$ cat config.mk
export PLATFORM = sky130hd
export DESIGN_NAME = imm_gen_pipe
export DESIGN_NICKNAME = d
export VERILOG_FILES = /design/src/rtl/imm_pkg.sv /design/src/rtl/imm_decode.sv /design/src/rtl/imm_gen_pipe.sv
export SDC_FILE = /design/constraint.sdc
export NUM_CORES = 1
export LEC_CHECK = 0
export ABC_AREA = 1
export CAP_MARGIN = 0
export CORE_ASPECT_RATIO = 0.75
export CORE_MARGIN = 2
export CORE_UTILIZATION = 30
export DETAILED_ROUTE_END_ITERATION = 10
export PLACE_DENSITY = 0.6
export SLEW_MARGIN = 20
export SYNTH_ARGS = -nofsm -noshare
export SYNTH_HDL_FRONTEND = slang
export SYNTH_SLANG_ARGS = --single-unit
$ cat constraint.sdc
create_clock -name clk -period 4.5 [get_ports clk]
set_clock_uncertainty 0.15 [all_clocks]
set_input_delay 1.35 -clock clk [delete_from_list [all_inputs] [get_ports clk]]
set_output_delay 1.35 -clock clk [all_outputs]
set_load 0.01 [all_outputs]
$ cat src/rtl/imm_pkg.sv
// Shared immediate-format definitions for the decode stage and control unit.
package imm_pkg;

  localparam int unsigned XLEN_DEF = 32;
  localparam int unsigned INSTR_W  = 32;
  localparam int unsigned SHAMT_W  = 6;

  // Immediate-type select driven by the control unit
  typedef enum logic [2:0] {
    IMM_I   = 3'd0,
    IMM_U   = 3'd1,
    IMM_S   = 3'd2,
    IMM_B   = 3'd3,
    IMM_J   = 3'd4,
    IMM_SH  = 3'd5,
    IMM_Z   = 3'd6,
    IMM_RSV = 3'd7
  } immsrc_e;

endpackage

$ cat src/rtl/imm_decode.sv
// Combinational immediate decoder.
//  instr   : 32-bit instruction word (opcode bits [6:0] not used)
//  immsrc  : immediate format select
//  imm     : XLEN-wide decoded immediate
//  illegal : select was the reserved encoding
module imm_decode
  import imm_pkg::*;
#(
  parameter int unsigned XLEN = XLEN_DEF
) (
  input  logic [INSTR_W-1:0] instr,
  input  immsrc_e            immsrc,
  output logic [XLEN-1:0]    imm,
  output logic               illegal
);

  logic [31:0]        raw32;
  logic [SHAMT_W-1:0] shamt;
  logic               unused_opcode;

  assign unused_opcode = ^instr[6:0];

  // RV64 shifts take a 6-bit shamt, RV32 only 5
  assign shamt = (XLEN == 64) ? instr[25:20] : {1'b0, instr[24:20]};

  // Signed formats are built as 32-bit values, then sign-extended to 64 and
  // truncated to XLEN, which keeps one code path for both widths.
  always_comb begin
    imm     = '0;
    illegal = 1'b0;
    raw32   = '0;
    case (immsrc)
      IMM_I: begin
        raw32 = {{20{instr[31]}}, instr[31:20]};
        imm   = XLEN'({{32{raw32[31]}}, raw32});
      end
      IMM_U: begin
        raw32 = {instr[31:12], 12'b0};
        imm   = XLEN'({{32{raw32[31]}}, raw32});
      end
      IMM_S: begin
        raw32 = {{20{instr[31]}}, instr[31:25], instr[11:7]};
        imm   = XLEN'({{32{raw32[31]}}, raw32});
      end
      IMM_B: begin
        raw32 = {{19{instr[31]}}, instr[31], instr[7], instr[30:25], instr[11:8], 1'b0};
        imm   = XLEN'({{32{raw32[31]}}, raw32});
      end
      IMM_J: begin
        raw32 = {{11{instr[31]}}, instr[31], instr[19:12], instr[20], instr[30:21], 1'b0};
        imm   = XLEN'({{32{raw32[31]}}, raw32});
      end
      IMM_SH:  imm = XLEN'(shamt);
      IMM_Z:   imm = XLEN'(instr[19:15]);
      default: illegal = 1'b1;
    endcase
  end

endmodule

$ cat src/rtl/imm_gen_pipe.sv
// Registered immediate generator with valid/ready handshake, optional
// 2-entry skid buffer and synchronous flush.
//  clk, rst_n            : clock, async active-low reset
//  flush                 : drop every held entry at the next edge
//  in_valid/in_ready     : upstream handshake, instr + immsrc payload
//  out_valid/out_ready   : downstream handshake, immop + imm_illegal payload
module imm_gen_pipe
  import imm_pkg::*;
#(
  parameter int unsigned XLEN = XLEN_DEF,
  parameter bit          SKID = 1'b1
) (
  input  logic               clk,
  input  logic               rst_n,
  input  logic               flush,
  input  logic               in_valid,
  output logic               in_ready,
  input  logic [INSTR_W-1:0] instr,
  input  immsrc_e            immsrc,
  output logic               out_valid,
  input  logic               out_ready,
  output logic [XLEN-1:0]    immop,
  output logic               imm_illegal
);

  if (XLEN != 32 && XLEN != 64) begin : g_bad_xlen
    $error("imm_gen_pipe: XLEN must be 32 or 64");
  end

  logic [XLEN-1:0] dec_imm;
  logic            dec_ill;

  logic            m_valid_q, m_valid_d, m_ill_q, m_ill_d;
  logic [XLEN-1:0] m_imm_q, m_imm_d;
  logic            s_valid_q, s_valid_d, s_ill_q, s_ill_d;
  logic [XLEN-1:0] s_imm_q, s_imm_d;
  logic            accept, consume;

  imm_decode #(.XLEN(XLEN)) u_decode (
    .instr   (instr),
    .immsrc  (immsrc),
    .imm     (dec_imm),
    .illegal (dec_ill)
  );

  // Skid mode: ready depends only on the skid register, no path from out_ready
  assign in_ready = SKID ? !s_valid_q : (!m_valid_q || out_ready);
  assign accept   = in_valid && in_ready;
  assign consume  = m_valid_q && out_ready;

  // Next-state for main (M) and skid (S) entries
  always_comb begin
    m_valid_d = m_valid_q;
    m_imm_d   = m_imm_q;
    m_ill_d   = m_ill_q;
    s_valid_d = s_valid_q;
    s_imm_d   = s_imm_q;
    s_ill_d   = s_ill_q;
    if (flush) begin
      m_valid_d = 1'b0;
      s_valid_d = 1'b0;
    end else if (SKID && s_valid_q) begin
      // in_ready is low here, so only a promotion S -> M can happen
      if (consume) begin
        m_imm_d   = s_imm_q;
        m_ill_d   = s_ill_q;
        s_valid_d = 1'b0;
      end
    end else if (m_valid_q && !consume) begin
      // M held: a new word parks in S (reachable only with the skid buffer)
      if (accept) begin
        s_valid_d = 1'b1;
        s_imm_d   = dec_imm;
        s_ill_d   = dec_ill;
      end
    end else begin
      // M empty or draining this cycle: new word goes straight to M
      m_valid_d = accept;
      if (accept) begin
        m_imm_d = dec_imm;
        m_ill_d = dec_ill;
      end
    end
  end

  // State registers
  always_ff @(posedge clk or negedge rst_n) begin
    if (!rst_n) begin
      m_valid_q <= 1'b0;
      m_imm_q   <= '0;
      m_ill_q   <= 1'b0;
      s_valid_q <= 1'b0;
      s_imm_q   <= '0;
      s_ill_q   <= 1'b0;
    end else begin
      m_valid_q <= m_valid_d;
      m_imm_q   <= m_imm_d;
      m_ill_q   <= m_ill_d;
      s_valid_q <= s_valid_d;
      s_imm_q   <= s_imm_d;
      s_ill_q   <= s_ill_d;
    end
  end

  assign out_valid   = m_valid_q;
  assign immop       = m_imm_q;
  assign imm_illegal = m_ill_q;

endmodule

==> insert_results.sql <==
INSERT INTO impl_metrics (metric_group, metric, value, unit) VALUES
('cts', 'h-tree-depth', '3', ''),
('global_routing', 'globalRouteOverflowTotal', '0', ''),
('timing', 'final_critical_path_setup_slack', '1320', 'ps'),
('drt', 'wirelength_met1', '4.24', 'mm'),
('placed_design', 'placed_inst_area', '0.00407', 'sq mm'),
('drt', 'met3_length', '647', 'microns'),
('timing', 'final_max_slew_viol_count', '0', ''),
('layout', 'synthToLayoutAreaGrowth', '32.4', '%'),
('critical_path', 'critPathRequiredTime', '3000', 'ps'),
('cts', 'cts_hold_repair.buffers', '0', ''),
('drt', 'drc', '0', ''),
('cts', 'tritoncts_num_sinks', '68', ''),
('run_status', 'outcome', 'finished, final reports clean', ''),
('synthesis', 'syn-mean-instance-area', '7.42', 'sq um'),
('drt', 'highest_layer', 'met4', ''),
('critical_path', 'worst_ep_arrival_time', '1680', 'ps'),
('synthesis', 'syn_area', '0.00331', 'sq mm'),
('drt', 'detailroute.wirelength.met2', '4.02', 'mm'),
('pwr', 'p_seq_share', '41.9', '%'),
('drt', 'antenna_violating_nets_post_route', '0', ''),
('drt', 'route.detailed.wl_per_inst', '13.9', 'microns'),
('placed_design', 'io_buffer_count', '67', ''),
('layout', 'drive_above_1_share', '5.89', '%'),
('layout', 'num-nets-final', '545', ''),
('run', 'cap_viol_max_count', '0', ''),
('timing', 'tightestPinTransition', '860', 'ps'),
('layout', 'final_design_instance_area_without_fill', '0.00438', 'sq mm'),
('timing', 'f_max', '314', 'MHz'),
('synthesis', 'yosys.area.top_type_share', '51.4', '%'),
('pwr', 'relative_contribution_of_the_clock_network_to_total_power', '36.9', '%'),
('global_routing', 'grt_pass1_vias', '3079', ''),
('timing', 'worst_slew_slack_as_a_fraction_of_its_limit', '42.7', '%'),
('drt', 'route.detailed.vias_per_inst', '4.78', ''),
('cts', 'cts.clk_slew.worst_paths', '60', 'ps'),
('layout', 'fillCellCount', '1119', ''),
('floorplanning', 'row_count', '33', ''),
('placed_design', 'dpl_worst_slack', '1190', 'ps'),
('global_routing', 'track_usage', '16.1', '%'),
('drt', 'vias', '3100', ''),
('floorplanning', 'floorplan.core_area', '0.0109', 'sq mm'),
('synthesis', 'synth_warnings', '0', ''),
('drt', 'finalWirelength', '8.99', 'mm'),
('synthesis', 'synth.net_count', '486', ''),
('critical_path', 'critical_path.endpoint_type', 'primary output', ''),
('timing', 'finalSetupTns', '0', 'ps'),
('timing', 'finalHoldViolations', '0', ''),
('cts', 'clk-insertion-delay-late', '330', 'ps'),
('cts', 'clockRootBuffer', 'clkbuf_16', ''),
('synthesis', 'synthCells', '446', ''),
('pwr', 'p_sw', '0.544', 'mW'),
('synthesis', 'synth-seq-cells', '68', ''),
('timing', 'share_of_the_cycle_needed_by_the_critical_path_after_routing', '70.7', '%'),
('synthesis', 'yosys-top-cells-area', 'dfrtp_1 51%, nand2_1 20%, nor2_1 8.2%', ''),
('floorplanning', 'io_pins', '75', ''),
('placed_design', 'routabilityCongestion', '0.853', ''),
('pwr', 'cellPowerDensity', '451', 'mW/mm^2'),
('min_path', 'hold_path_class', 'reg -> reg', ''),
('cts', 'cts_tree', 'yes', ''),
('pwr', 'p_leak', '2.18', 'nW'),
('synthesis', 'synth.lib_cells_used.distinct', '21', ''),
('pwr', 'pwr-share-comb', '21.2', '%'),
('floorplanning', 'die_height', '95.0', 'microns'),
('critical_path', 'timing.critical_path.from_type', 'register', ''),
('placed_design', 'detailedPlacementHpwl', '6.12', 'mm'),
('pwr', 'internal-power', '1.43', 'mW'),
('critical_path', 'crit_type', 'reg -> out', ''),
('cts', 'cts_setup_buffers', '0', ''),
('global_routing', 'antenna_violations_before_repair', '0', ''),
('drt', 'drt_first_iter_violations', '238', ''),
('pwr', 'power_switching_share', '27.5', '%'),
('synthesis', 'yosysTopAreaCell', 'dfrtp_1', '');
## cell type report
class / count / area (sq um) / area share, %
Clock buffer: 12 / 267 / 6.08
Timing Repair Buffer: 72 / 703 / 16.1
Clock inverter: 3 / 45.0 / 1.03
Tap cell: 140 / 175 / 4.00
Multi-Input combinational cell: 340 / 1440 / 32.8
Inverter: 14 / 52.6 / 1.20
Sequential cell: 68 / 1700 / 38.8
## through the flow
stage / power, mW / utilization, % / hold slack [ps] / cells
finish: 1.98 / 40.3 / 324 / 649
global route: 2.09 / 40.3 / 341 / 649
CTS: 2.00 / 40.3 / 330 / 649
detailed placement: 1.26 / 37.5 / 314 / 634
global placement: 1.24 / 37.5 / 311 / 634
floorplan: 1.04 / - / 300 / 446
## Yosys cell counts, drive strengths merged
cell type  count
a21oi          2
a31oi         19
buf           16
clkbuf         8
clkinv         1
dfrtp         68
inv           13
nand2        183
nand3         34
nand4          4
nor2          73
nor3           1
o211ai         1
o21ai         21
or2            2
## per-layer routing
layer | up-vias | GRT usage [%]
met5 | - | 0
met4 | 0 | 5.28
met3 | 9 | 4.82
met2 | 96 | 25.5
met1 | 1455 | 21.4
li1 | 1540 | -
## cells by family after synthesis
group                  synth area share (%)
flip-flops                             51.4
buffers and inverters                  5.25
AO/OA/AOI/OAI                          7.41
AND/OR/NAND/NOR                        35.9
## path summary, 6_finish.rpt
| kind | start | end | cells past startpoint |
|---|---|---|---|
| max | s_valid_q$_DFF_PN0_ | in_ready | 2 |
| min | immop[7]$_DFFE_PN0P_ | immop[7]$_DFFE_PN0P_ | 2 |
| max reg2reg | s_valid_q$_DFF_PN0_ | immop[30]$_DFFE_PN0P_ | 8 |
| min reg2reg | immop[7]$_DFFE_PN0P_ | immop[7]$_DFFE_PN0P_ | 2 |
| max in group asynchronous | rst_n | s_imm_q[13]$_DFFE_PN0P_ | 2 |
| min in group asynchronous | rst_n | immop[5]$_DFFE_PN0P_ | 1 |
## power groups by stage
stage	clock (mW)	sequential, mW	combinational, mW
final	0.729	0.828	0.419
after global routing	0.768	0.847	0.474
after CTS	0.747	0.828	0.427
after detailed placement	0	0.837	0.423
after global placement	0	0.830	0.414
after floorplan	0	0.849	0.194
## state kept, by name, indices dropped and copies added, names as in the netlist
signal / count
imm_illegal: 1
immop: 32
out_valid: 1
s_ill_q: 1
s_imm_q: 32
s_valid_q: 1
## layout by cell type (no fill, tap or decap)
master and n:
a21oi_1 2, a31oi_1 19, buf_2 1, buf_4 5, bufinv_16 1, clkbuf_16 9, clkbuf_8 3, clkdlybuf4s50_1 66
clkinv_1 1, clkinvlp_4 2, dfrtp_1 68, inv_1 12, inv_2 1, nand2_1 180, nand2_2 3, nand3_1 34
nand4_1 4, nor2_1 71, nor2_2 1, nor2_4 1, nor3_1 1, o211ai_1 1, o21ai_0 20, o21ai_2 1
or2_2 2
## worst max-delay path, stage by stage (launching register included)
cell             delay [ps]
dfrtp_1                 730
inv_2                   110
clkdlybuf4s50_1         510
(Power assumes the default switching activity.)
